**src/rtl/load_store_unit.sv**
```systemverilog
// Load/store unit: maps byte-addressed RV32I loads/stores onto a word-wide data memory,
// using read-modify-write for sub-word stores since the memory has only a full-word write enable.
module load_store_unit #(
    parameter int unsigned MEM_ADDR_WIDTH = 8,
    parameter int unsigned DATA_WIDTH     = 32,
    parameter int unsigned DATA_MEM_SIZE  = 256
) (
    input  logic                      clk,
    input  logic                      reset,
    input  logic                      i_Req,
    input  logic                      i_We,
    input  logic [2:0]                i_Funct3,
    input  logic [31:0]               i_Addr,
    input  logic [DATA_WIDTH-1:0]     i_WData,
    output logic                      o_Ready,
    output logic                      o_Done,
    output logic                      o_Err,
    output logic [DATA_WIDTH-1:0]     o_RData,
    output logic [MEM_ADDR_WIDTH-1:0] o_MemAddr,
    output logic [DATA_WIDTH-1:0]     o_MemData,
    output logic                      o_MemWrEn,
    input  logic [DATA_WIDTH-1:0]     i_MemData
);

    typedef enum logic [2:0] {
        S_IDLE, S_LD, S_WR, S_RMW_RD, S_RMW_WR, S_DONE, S_ERR
    } state_t;

    state_t                    state_q, state_d;
    logic [MEM_ADDR_WIDTH+1:0] addr_q;
    logic [2:0]                funct3_q;
    logic [DATA_WIDTH-1:0]     wdata_q;
    logic [DATA_WIDTH-1:0]     rdata_q;
    logic [DATA_WIDTH-1:0]     merge_q;

    logic                      f3_ok, align_ok, range_ok;
    logic [31:0]               widx;
    logic [7:0]                lane_b;
    logic [15:0]               lane_h;
    logic [DATA_WIDTH-1:0]     load_val, merge_val;

    // Request legality is judged on the live inputs in the capture cycle.
    always_comb begin
        f3_ok    = 1'b0;
        align_ok = 1'b1;
        widx     = {2'b00, i_Addr[31:2]};
        range_ok = (widx < DATA_MEM_SIZE);
        if (i_We) f3_ok = i_Funct3 inside {3'b000, 3'b001, 3'b010};
        else      f3_ok = i_Funct3 inside {3'b000, 3'b001, 3'b010, 3'b100, 3'b101};
        case (i_Funct3[1:0])
            2'b01:   align_ok = ~i_Addr[0];
            2'b10:   align_ok = (i_Addr[1:0] == 2'b00);
            default: align_ok = 1'b1;
        endcase
    end

    always_comb begin
        state_d = state_q;
        case (state_q)
            S_IDLE: begin
                if (i_Req) begin
                    if (!(f3_ok && align_ok && range_ok)) state_d = S_ERR;
                    else if (!i_We)                       state_d = S_LD;
                    else if (i_Funct3 == 3'b010)          state_d = S_WR;
                    else                                  state_d = S_RMW_RD;
                end
            end
            S_LD:     state_d = S_DONE;
            S_WR:     state_d = S_DONE;
            S_RMW_RD: state_d = S_RMW_WR;
            S_RMW_WR: state_d = S_DONE;
            S_DONE:   state_d = S_IDLE;
            S_ERR:    state_d = S_IDLE;
            default:  state_d = S_IDLE;
        endcase
    end

    always_comb begin
        lane_b    = i_MemData[{addr_q[1:0], 3'b000} +: 8];
        lane_h    = addr_q[1] ? i_MemData[31:16] : i_MemData[15:0];
        merge_val = i_MemData;
        case (funct3_q)
            3'b000:  load_val = {{24{lane_b[7]}}, lane_b};
            3'b001:  load_val = {{16{lane_h[15]}}, lane_h};
            3'b100:  load_val = {24'd0, lane_b};
            3'b101:  load_val = {16'd0, lane_h};
            default: load_val = i_MemData;
        endcase
        if (funct3_q[0]) merge_val[{addr_q[1], 4'b0000} +: 16] = wdata_q[15:0];
        else             merge_val[{addr_q[1:0], 3'b000} +: 8] = wdata_q[7:0];
    end

    always_ff @(posedge clk or posedge reset) begin
        if (reset) begin
            state_q  <= S_IDLE;
            addr_q   <= '0;
            funct3_q <= '0;
            wdata_q  <= '0;
            rdata_q  <= '0;
            merge_q  <= '0;
        end else begin
            state_q <= state_d;
            if (state_q == S_IDLE && i_Req) begin
                addr_q   <= i_Addr[MEM_ADDR_WIDTH+1:0];
                funct3_q <= i_Funct3;
                wdata_q  <= i_WData;
            end
            if (state_q == S_LD)     rdata_q <= load_val;
            if (state_q == S_RMW_RD) merge_q <= merge_val;
        end
    end

    // Strobes decode straight from the state register so reset cancels a pending write immediately.
    assign o_Ready   = (state_q == S_IDLE);
    assign o_Done    = (state_q == S_DONE) || (state_q == S_ERR);
    assign o_Err     = (state_q == S_ERR);
    assign o_MemWrEn = (state_q == S_WR) || (state_q == S_RMW_WR);
    assign o_MemData = (state_q == S_WR)     ? wdata_q :
                       (state_q == S_RMW_WR) ? merge_q : '0;
    assign o_MemAddr = addr_q[MEM_ADDR_WIDTH+1:2];
    assign o_RData   = rdata_q;

endmodule

```
**config.mk**
```make
export PLATFORM = sky130hd
export DESIGN_NAME = load_store_unit
export DESIGN_NICKNAME = d
export VERILOG_FILES = /design/src/rtl/load_store_unit.sv
export SDC_FILE = /design/constraint.sdc
export NUM_CORES = 1
export LEC_CHECK = 0
export CAP_MARGIN = 20
export CORE_UTILIZATION = 58
export DETAILED_ROUTE_END_ITERATION = 6
export DONT_BUFFER_PORTS = 1
export HOLD_SLACK_MARGIN = 0.1
export MAX_ROUTING_LAYER = met4
export PLACE_DENSITY = 0.76
export RECOVER_POWER = 50
export SLEW_MARGIN = 15
export SYNTH_ARGS = -nofsm -noshare
export SYNTH_HDL_FRONTEND = slang
export SYNTH_SLANG_ARGS = --single-unit
```
**constraint.sdc**
```tcl
create_clock -name clk -period 3.9 [get_ports clk]
set_clock_uncertainty 0.15 [all_clocks]
set_input_delay 0.78 -clock clk [delete_from_list [all_inputs] [get_ports clk]]
set_output_delay 0.78 -clock clk [all_outputs]
set_load 0.02 [all_outputs]
```
## Yosys cells after proc, flatten, opt, wreduce, memory -nomap -nowiden

Cells that the tools add are included.

| operators by class | value |
|---|---|
| add/sub/neg operators | 2 |
| mux-type cells | 14 |
| reduce and logical (&&, ||, !) cells | 12 |
| shifts and indexed selects | 5 |
| bitwise gates (word level) | 1 |
| eq/ne operators | 16 |
| $lt $le $gt $ge | 1 |

Operators by type and width:

| kind | count |
|---|---|
| $pmux W32 S4 | 1 |
| $mux W32 | 3 |
| $bwmux W32 | 2 |
| $shift A16 B7 Y32 const A | 1 |
| $shift A8 B7 Y32 const A | 1 |
| $shiftx A16 B7 Y32 | 1 |
| $shiftx A32 B6 Y8 | 1 |
| $shiftx A8 B7 Y32 | 1 |
| $lt A30 B9 Y1 const B | 1 |
| $eq A3 B3 Y1 const B | 7 |
| $mux W16 | 1 |
| $neg A5 Y7 | 2 |
| $eq A3 B1 Y1 const B | 3 |
| $eq A3 B2 Y1 const B | 3 |
| $logic_not A3 Y1 | 3 |
| $pmux W3 S3 | 1 |
| $mux W3 | 2 |
| $reduce_bool A5 Y1 | 1 |
| $logic_and A1 B1 Y1 | 3 |
| $reduce_bool A3 Y1 | 1 |
| $reduce_or A3 Y1 | 1 |
| $eq A2 B1 Y1 const B | 1 |
| $eq A2 B2 Y1 const B | 1 |
| $logic_not A2 Y1 | 1 |
| 6 further kinds | 8 |

| word-level totals | value |
|---|---|
| word-level logic and storage cells | 57 |
| bits in registers | 112 |
| input bits | 103 |
| output and inout bits | 76 |

## Depth between registers and ports, before layout

Gate-level depths: netlist of run 1.

| logic depth | value |
|---|---|
| depth after elaboration | 8 |
| mapped depth | 8 |

## Worst setup path after synthesis of run 1

No wires, ideal clock.

| timing path | value |
|---|---|
| path type | reg2out |
| start | reg state_q[0] |
| end | out o_MemData[10] |
| arrival time | 1476 ps |
| path slack | 1494 ps |
| stages on the path, launching flop included | 5 |
| path through | dfrtp_1 > buf_4 > nor3b_1 > clkbuf_1 > a22o_1 |

| on the way | value |
|---|---|
| word-level cells in the longest chain between the ends | 3 |
| elaborated cells between the ends (all ways) | 4 |

RTL lines:

| item | line | source |
|---|---|---|
| from (decl) | 29 | `state_t state_q, state_d;` |
| from (signal assigned) | 102 | `state_q <= state_d;` |
| $eq A3 B3 Y1 | 119 | `(state_q == S_RMW_WR) ? merge_q : '0;` |
| $mux W32 | 119 |  |
| $mux W32 * | 118 | `assign o_MemData = (state_q == S_WR) ? wdata_q :` |
| to (decl) | 20 | `output logic [DATA_WIDTH-1:0] o_MemData,` |

Mark *: on every way between the ends. The rest lies on a longest branch, timed or not.

## Worst setup path in the final report of run 1

| timing path | value |
|---|---|
| start | reg state_q[1] |
| end | out o_MemData[10] |

Same word-level chain as after synthesis.

==> results of run 1 <==
## area by class of cell
type / instances / share of cell area (%)
clock buffers: 14 / 2.548
clock inverters: 2 / 0.2156
flip-flops and latches: 112 / 43.94
multi-input cells: 402 / 48.47
inverters: 11 / 0.6664
repair buffers: 11 / 1.490
well taps: 136 / 2.666
## routing by layer
layer | up-vias | GRT usage (%) | share of wire, %
met5 | - | - | 0
met4 | 0 | 8.433 | 2.1
met3 | 27 | 9.276 | 9.5
met2 | 265 | 47.48 | 46
met1 | 2384 | 44.00 | 42
li1 | 2145 | - | -
## worst reg2reg max path, delay by kind of cell, from the launching register on
family | cells | cell delay [ps]
AOI/OAI and AO/OA | 2 | 420
buffers and inverters | 1 | 280
DFF | 1 | 590
adders and majority gates | 1 | 440
and+or+nand+nor | 2 | 840
## placed cells by master (no fill, tap or decap), types with 2 or more instances in the layout
cell type	count
nor3b_2	3
a22oi_1	8
a21oi_1	41
nor2b_1	2
a311oi_1	7
nand3_1	32
inv_1	7
mux2_1	3
a22o_1	64
nand2_1	47
buf_4	10
a221o_1	32
dfrtp_2	2
dfrtp_1	110
clkbuf_8	11
mux2_2	39
or3_1	8
mux2i_1	42
nand2b_1	9
clkinv_1	3
nor4_1	5
o21ai_0	14
nor2_1	7
nor3_1	2
clkbuf_1	3
o31ai_1	7
ha_1	8
## power by group through the flow
stage / registers [uW] / logic [uW] / clock network (uW)
CTS: 2610 / 2350 / 668
finish: 2620 / 2370 / 654
detailed placement: 2630 / 2340 / 0
global placement: 2590 / 2260 / 0
global route: 2690 / 2600 / 710
floorplan: 2190 / 2340 / 0
## kinds of logic after synthesis
group | after synthesis
buffers and inverters | 79
multiplexers | 84
XOR/XNOR | 2
adder cells (fa/ha/maj) | 8
AND/OR/NAND/NOR | 123
flip-flops | 112
AO/OA/AOI/OAI | 185
## how the worst max path moves through the flow
stage	depth (start not counted)	start	end
global route	6	addr_q[1]	merge_q[9]
floorplan	1	reset	addr_q[0]
finish	3	state_q[1]	o_MemData[10]
global placement	6	addr_q[1]	merge_q[11]
CTS	3	state_q[1]	o_MemData[10]
detailed placement	4	state_q[0]	wdata_q[18]
## through the flow
stage          cells  hold WS (ps)  utilization, %  cell area (um^2)
3_3_place_gp     671         319.0           59.65              6186
4_1_cts          687         238.2           61.35              6362
2_1_floorplan    593         309.0               -              6256
6_report         688         350.7           61.56              6384
3_5_place_dp     671         331.6           59.65              6186
5_1_grt          688         337.5           61.56              6384
## state kept, by name, summed over array words and instances, names as in the netlist
name and count:
state_q 3, o_RData 32, merge_q 32, funct3_q 3
wdata_q 32, addr_q 10
==> impl_metrics.toml, run 1 <==
[detailed_routing]
viasPerCell = 7.007
firstDrtPassIters = 5
drc = 0
drt_iter0_drc = 517
via_count = 4821
wire_per_inst_um = 24.76
ant_nets = 0
drt-total-wl_mm = 17.03

[power]
p_switching_uw = 2590
leakage_uw = 0.002721
power_frac_comb_pct = 42.0
power.density_cell_area_nw_per_um2 = 884.3
power_uw = 5645
clkPwrFrac_pct = 11.6
ir_worst_vdd_uv = 707.2
seq_power_share_pct = 46.4
swShare_pct = 45.89
p_int_uw = 3054

[floorplan]
io_pins = 179
rows = 37
fp.dieArea_um2 = 11210
core_area_um2 = 10370
start_util_pct = 60.33
dieWidth_um = 105.9
die_h_um = 105.9

[sta]
final_hold_viol_count = 0
slew_headroom_pct = -72.72
min_period_ps = 2861
setup_viol = 0
rsz0062_at_grt = "no"
setup_tns_ps = 0
fmax_ghz = 0.3495
tightest_slew_ps = 2577
fin_ws_ps = 1039
drv_slew = 57
fin_crit_sh_pct = 73.37

[global_routing]
overflow = 0
grt_pass1_wl_mm = 26.79
grt_max_degree = 79
grt.total_usage_pct = 32.30
antenna_found_initial = 0
first_global_vias = 4762

[worst_hold_path]
whs_endpoint = "wdata_q[25]"
hold_start = "wdata_q[25]"
hold_depth = 1
worstHoldPathType = "reg -> reg"

[logic_synthesis]
ys.flop_type = "dfrtp_1"
synthAdderAreaFrac_pct = 1.600
yosysMostFrequentCell = "dfrtp_1"
synth_common_cells = "dfrtp_1 (112), a22o_1 (64), nand2_1 (47)"
synth_edf_count = 0
netlist-cell-type-count = 49
syn_area_per_cell_um2 = 10.55
synth-xor-area-share_pct = 0.2800
synth_top_family_by_area = "compound AO/OA/AOI/OAI gates"
synth_top_cell_by_area = "dfrtp_1"
syn-cell-area_um2 = 6256
synthSimpleGateAreaFrac_pct = 9.900
syn_inst = 593
synth_nets = 704
ys_warn_count = 0
yosysSeqAreaShare_pct = 44.80
yosysTopAreaCellShare_pct = 44.80
synth.mux.area_fraction_pct = 14.28
netlist_top_cells_area = "dfrtp_1 (45%), a22o_1 (9.0%), mux2_2 (7.0%)"
synth_compound_area_share_pct = 23.18
synth-seq-cells = 112
synthArstFlopShare_pct = 100.0

[clock_tree]
cts_setup_buffers = 0
root_buffer = "clkbuf_8"
max-clock-path-buffers = 2
cts-resized-gates = 0
insertion_delay_ps = 380
htreeDepth = 3
cts_sinks = 112
cts_tree = "done"
path_clk_slew_ps = 100
cts_made_buffers = 9
postCtsHoldBufs = 0

[setup_path]
r2r-end = "merge_q[11]"
criticalPathCategory = "reg -> out"
end_kind = "output pin"
reg2reg_from = "addr_q[1]"
reg2reg_slack_ps = 1110
crit_fanout = 32
cp_data_arrival_time_ps = 1930
cp.required_ps = 2970
crit_buf_inv = 1
crit_family = "flip-flops"
crit_slowest_cell = "dfrtp_1"
cp_cell_sequence = "nor3b_2, buf_4, a22o_1"
reg2reg_depth = 6
startpoint_type = "register"
cpPeakStageDelay_ps = 550

[place]
place.gp.congestion = 0.8938
post-place-ws_ps = 1169
io_buffers = 0
hpwlAfterDp_mm = 11.93

[finish]
area_delta_synth_final_pct = 2.040
regArea_um2 = 2805
n_antenna_cell = 0
n_fill_cell = 881
num-nets-final = 658
drive_gt1_share_pct = 13.77
multi_input_area_um2 = 3094

[flow_run]
drv_cap = 1

[run_status]
violations = "capacitance limit, slew limit"
status = "finished with violations"
Note: power is estimated with default switching activity, not from simulation.
==> run 2, diff against run 1 <==
--- a/config.mk
+++ b/config.mk
@@ -6,12 +6,12 @@
 export NUM_CORES = 1
 export LEC_CHECK = 0
 export CAP_MARGIN = 20
-export CORE_UTILIZATION = 58
+export CORE_UTILIZATION = 64
 export DETAILED_ROUTE_END_ITERATION = 6
 export DONT_BUFFER_PORTS = 1
 export HOLD_SLACK_MARGIN = 0.1
 export MAX_ROUTING_LAYER = met4
-export PLACE_DENSITY = 0.76
+export PLACE_DENSITY = 0.8
 export RECOVER_POWER = 50
 export SLEW_MARGIN = 15
 export SYNTH_ARGS = -nofsm -noshare
==> constraint.sdc (replaced) <==
create_clock -name clk -period 2.9 [get_ports clk]
set_clock_uncertainty 0.15 [all_clocks]
set_input_delay 0.58 -clock clk [delete_from_list [all_inputs] [get_ports clk]]
set_output_delay 0.58 -clock clk [all_outputs]
set_load 0.02 [all_outputs]
==> run 2 against run 1 <==
  * The flow now finishes without violations
  * Setup slack worse by 900 ps
  * Non-clock buffer count up 6
  * Count of clock-buffer cells in the layout is 4 lower
  * Sequential cell count is the same
  * First-iteration DRC count shrank 30%
  * Global-route usage increased by 1.9 points
  * Largest power group unchanged
  * Largest cell class unchanged
  * Final cell count down 0.15%
  * Routed wire length fell by 3.1%
  * Worst hold slack worse by 180 ps
  * Register-to-register slack got worse by 970 ps
  * Critical path depth rose by 3
==> impl_metrics.toml, run 2 (synthesized netlist as in run 1, its figures left out) <==
[detailed_routing]
drt_iter0_drc = 360
firstDrtPassIters = 5
wire_per_inst_um = 24.03
ant_nets = 0
drc = 0
drt-total-wl_mm = 16.51
viasPerCell = 7.058
via_count = 4849

[clock_tree]
cts_tree = "done"
cts_setup_buffers = 0
insertion_delay_ps = 370
root_buffer = "clkbuf_8"
path_clk_slew_ps = 110
max-clock-path-buffers = 2
cts-resized-gates = 0
htreeDepth = 3
cts_sinks = 112
cts_made_buffers = 9

[sta]
tightest_slew_ps = 1379
setup_viol = 0
fmax_ghz = 0.3624
slew_headroom_pct = 7.588
final_hold_viol_count = 0
hold_ws_ps = 172.8
fin_crit_sh_pct = 95.14
fin_ws_ps = 140.9
setup_tns_ps = 0
min_period_ps = 2759
rsz0062_at_grt = "no"
drv_slew = 0

[floorplan]
rows = 35
die_h_um = 100.9
fp.dieArea_um2 = 10170
core_area_um2 = 9371
io_pins = 179
start_util_pct = 66.76
dieWidth_um = 100.9

[worst_hold_path]
hold_depth = 2
worstHoldPathType = "in -> reg"
hold_start = "i_Funct3[1]"
whs_endpoint = "funct3_q[1]"

[finish]
final_common_cell = "dfrtp_1"
n_fill_cell = 726
post-route-cell-area_um2 = 6431
area_delta_synth_final_pct = 2.800
n_antenna_cell = 0
drive_gt1_share_pct = 14.70
num-nets-final = 664
final_cell_mix = "dfrtp_1 (110), a22o_1 (64), nand2_1 (47)"

[setup_path]
reg2reg_from = "addr_q[1]"
reg2reg_slack_ps = 140
crit_slowest_cell = "nor4b_2"
crit_fanout = 17
crit_family = "simple AND/OR/NAND/NOR gates"
cpPeakStageDelay_ps = 790
end_kind = "register"
cp.required_ps = 3060
cp_data_arrival_time_ps = 2920
crit_buf_inv = 2
cp.depth = 6
r2r-end = "merge_q[20]"
criticalPathCategory = "reg -> reg"
cp_cell_sequence = "buf_4, ha_1, clkinv_1, nor4b_2, a221o_1, a22o_1"
reg2reg_depth = 6
startpoint_type = "register"

[global_routing]
first_global_vias = 4690
antenna_found_initial = 0
grt_pass1_wl_mm = 25.43
overflow = 0
grt_max_degree = 66
grt.total_usage_pct = 34.15

[flow_run]
drv_cap = 0

[place]
dpl_cell_area_um2 = 6248
post-place-ws_ps = 213.6
io_buffers = 0
hpwlAfterDp_mm = 11.82
place.gp.congestion = 0.9214

[run_status]
status = "finished clean"

[power]
ir_worst_vdd_uv = 920.6
power.density_cell_area_nw_per_um2 = 1185
leakage_uw = 0.002753
## run 2: worst max-delay path by stage
stage                   start     endpoint  slack [ps]
CTS                 addr_q[1]  merge_q[20]         200
detailed placement  addr_q[1]  merge_q[20]         210
floorplan           addr_q[1]   merge_q[0]         630
finish              addr_q[1]  merge_q[20]         140
global placement    addr_q[1]   merge_q[3]         300
global route        addr_q[1]  merge_q[20]          60
## run 2: area by class of cell
class	count	area, um^2	share of cell area, %
inverters	11	42.54	0.6615
multi-input cells	402	3092	48.07
clock inverters	6	50.05	0.7782
clock buffers	10	127.6	1.984
flip-flops and latches	112	2805	43.62
repair buffers	17	152.6	2.374
well taps	129	161.4	2.510
## run 2: worst register-to-register path: cells and delay by family (launching register included)
family | cells | cell delay [ps]
and+or+nand+nor | 1 | 790
AOI/OAI and AO/OA | 2 | 400
adders and majority gates | 1 | 210
buffers and inverters | 2 | 620
DFF | 1 | 550
## run 2: per-layer routing
| metal | global-route usage, % | vias up | wire length (um) |
|---|---|---|---|
| li1 | - | 2150 | - |
| met1 | 45.53 | 2390 | 6795 |
| met2 | 51.48 | 269 | 7569 |
| met3 | 8.807 | 40 | 1639 |
| met4 | 10.59 | 0 | 503 |
| met5 | - | - | 0 |
## run 2: what timing repair did
action,4_1_cts,5_1_grt
endpoints found under the hold margin,28,0
setup endpoints to repair,0,0
hold buffers,1,0
## run 2: power breakdown
part	switching, uW	internal (uW)	leakage, uW
sequential	1150	2330	0.00138
clock	544	326	0.0000892
combinational	1820	1440	0.00128
total	3520	4100	0.00275
## run 2: through the flow
step / utilization (%) / total power (uW) / std cells
final: 68.62 / 7619 / 687
after global routing: 68.62 / 8087 / 687
after CTS: 68.68 / 7596 / 687
after detailed placement: 66.68 / 6731 / 670
after global placement: 66.68 / 6574 / 670
after floorplan: - / 6085 / 593
==> run 3, diff against run 2 <==
--- a/config.mk
+++ b/config.mk
@@ -6,12 +6,12 @@
 export NUM_CORES = 1
 export LEC_CHECK = 0
 export CAP_MARGIN = 20
-export CORE_UTILIZATION = 64
+export CORE_UTILIZATION = 66
 export DETAILED_ROUTE_END_ITERATION = 6
 export DONT_BUFFER_PORTS = 1
 export HOLD_SLACK_MARGIN = 0.1
 export MAX_ROUTING_LAYER = met4
-export PLACE_DENSITY = 0.8
+export PLACE_DENSITY = 0.82
 export RECOVER_POWER = 50
 export SLEW_MARGIN = 15
 export SYNTH_ARGS = -nofsm -noshare
==> constraint.sdc (replaced) <==
create_clock -name clk -period 3.55 [get_ports clk]
set_clock_uncertainty 0.15 [all_clocks]
set_input_delay 0.71 -clock clk [delete_from_list [all_inputs] [get_ports clk]]
set_output_delay 0.71 -clock clk [all_outputs]
set_load 0.02 [all_outputs]
==> run 3 against run 2 <==
  * The flow now finishes with violations (capacitance limit, slew limit)
  * Utilization increased by 0.49 points
  * Setup slack improved by 640 ps
  * Critical endpoint is now o_MemData[10]
  * Total power decreased by 19%
  * Largest power group unchanged
  * Largest cell class unchanged
  * Sequential share of layout area increased by 0.52 points
  * Register-to-register slack improved by 670 ps
  * Non-clock buffer count decreased by 4
  * Final cell count decreased by 3.3%
  * Die area decreased by 3.0%
  * Sequential cell count unchanged
  * Critical path type is now reg -> out
==> impl_metrics.toml, run 3 (synthesized netlist as in run 1, its figures left out) <==
[detailed_routing]
ant_nets = 0
drc = 0
firstDrtPassIters = 7
viasPerCell = 7.346
drt_iter0_drc = 420
via_count = 4878
drt-total-wl_mm = 16.59
wire_per_inst_um = 24.98

[power]
seq_power_share_pct = 46.2
swShare_pct = 46.26
p_switching_uw = 2862
power.density_cell_area_nw_per_um2 = 973.3
ir_worst_vdd_uv = 577.6
power_frac_comb_pct = 42.5
clkPwrFrac_pct = 11.3
p_int_uw = 3324
leakage_uw = 0.002718
power_uw = 6186

[global_routing]
grt_pass1_wl_mm = 25.90
grt.total_usage_pct = 35.49
antenna_found_initial = 0
first_global_vias = 4804
overflow = 0
grt_max_degree = 65

[clock_tree]
htreeDepth = 3
root_buffer = "clkbuf_8"
postCtsHoldBufs = 0
path_clk_slew_ps = 100
cts_tree = "done"
insertion_delay_ps = 370
cts_made_buffers = 9
max-clock-path-buffers = 2
cts_setup_buffers = 0
cts-resized-gates = 0
cts_sinks = 112

[flow_run]
drv_cap = 1

[setup_path]
crit_fanout = 32
criticalPathCategory = "reg -> out"
crit_buf_inv = 1
crit_family = "flip-flops"
startpoint_type = "register"
cp_cell_sequence = "nor3b_2, buf_4, a22o_1"
end_kind = "output pin"
cp.required_ps = 2690
cpPeakStageDelay_ps = 570
crit_slowest_cell = "dfrtp_1"
cp_data_arrival_time_ps = 1910

[finish]
area_delta_synth_final_pct = 1.600
n_fill_cell = 698
drive_gt1_share_pct = 13.92
final_cell_mix = "dfrtp_1 (110), a22o_1 (64), nand2_1 (47)"
final_common_cell = "dfrtp_1"
n_antenna_cell = 0
num-nets-final = 660

[floorplan]
rows = 35
core_area_um2 = 9196
dieWidth_um = 99.36
fp.dieArea_um2 = 9872
start_util_pct = 68.03
io_pins = 179
die_h_um = 99.36

[run_status]
status = "finished with violations"
violations = "capacitance limit, slew limit"

[place]
place.gp.congestion = 0.9716
hpwlAfterDp_mm = 11.78
io_buffers = 0

[sta]
rsz0062_at_grt = "no"
drv_slew = 37
min_period_ps = 2770
tightest_slew_ps = 1790
setup_viol = 0
slew_headroom_pct = -19.98
setup_tns_ps = 0
fmax_ghz = 0.3610
fin_crit_sh_pct = 78.04
final_hold_viol_count = 0

[worst_hold_path]
worstHoldPathType = "in -> reg"
[run 3: final cells by class]
type / count / area (um^2) / share of cell area [%]
clock inverter: 5 / 43.79 / 0.6890
inverter: 11 / 42.54 / 0.6693
clock buffer: 10 / 127.6 / 2.008
timing repair buffer: 13 / 106.4 / 1.673
sequential: 112 / 2805 / 44.13
multi-input combinational: 402 / 3092 / 48.64
tap: 111 / 138.9 / 2.185
[run 3: power by group through the flow]
| stage | logic, uW | registers (uW) | clock network (uW) |
|---|---|---|---|
| after floorplan | 2570 | 2400 | 0 |
| after global placement | 2520 | 2830 | 0 |
| after detailed placement | 2610 | 2860 | 0 |
| after CTS | 2620 | 2840 | 710 |
| after global routing | 2870 | 2930 | 754 |
| final | 2630 | 2860 | 701 |
[run 3: per-stage QoR]
step	area, um^2	hold WS [ps]	util [%]	instances	setup slack [ps]
2_1_floorplan	6260	309.0	-	593	1214
3_3_place_gp	6191	320.5	67.32	649	987.4
3_5_place_dp	6191	339.8	67.32	649	874.2
4_1_cts	6362	225.5	69.18	664	786.6
5_1_grt	6356	307.1	69.12	664	631.0
6_report	6356	306.8	69.12	664	779.7
[run 3: path summary, 6_finish.rpt]
kind	cells after the start	start	slack, ps	end
setup / recovery	3	state_q[1]	780	o_MemData[10]
hold / removal	2	i_Funct3[1]	310	funct3_q[1]
setup reg to reg	6	addr_q[1]	810	merge_q[6]
hold reg to reg	1	wdata_q[24]	360	wdata_q[24]
max in group asynchronous	2	reset	1150	o_RData[20]
min in group asynchronous	1	reset	480	wdata_q[14]
[run 3: routing by layer]
layer	vias up	track usage, %	part of all wire [%]	wire [um]
met2	275	53.47	47	7805
met3	34	7.519	9.7	1606
li1	2140	-	-	-
met1	2429	46.62	40	6620
met5	-	-	0	0
met4	0	15.61	3.3	554
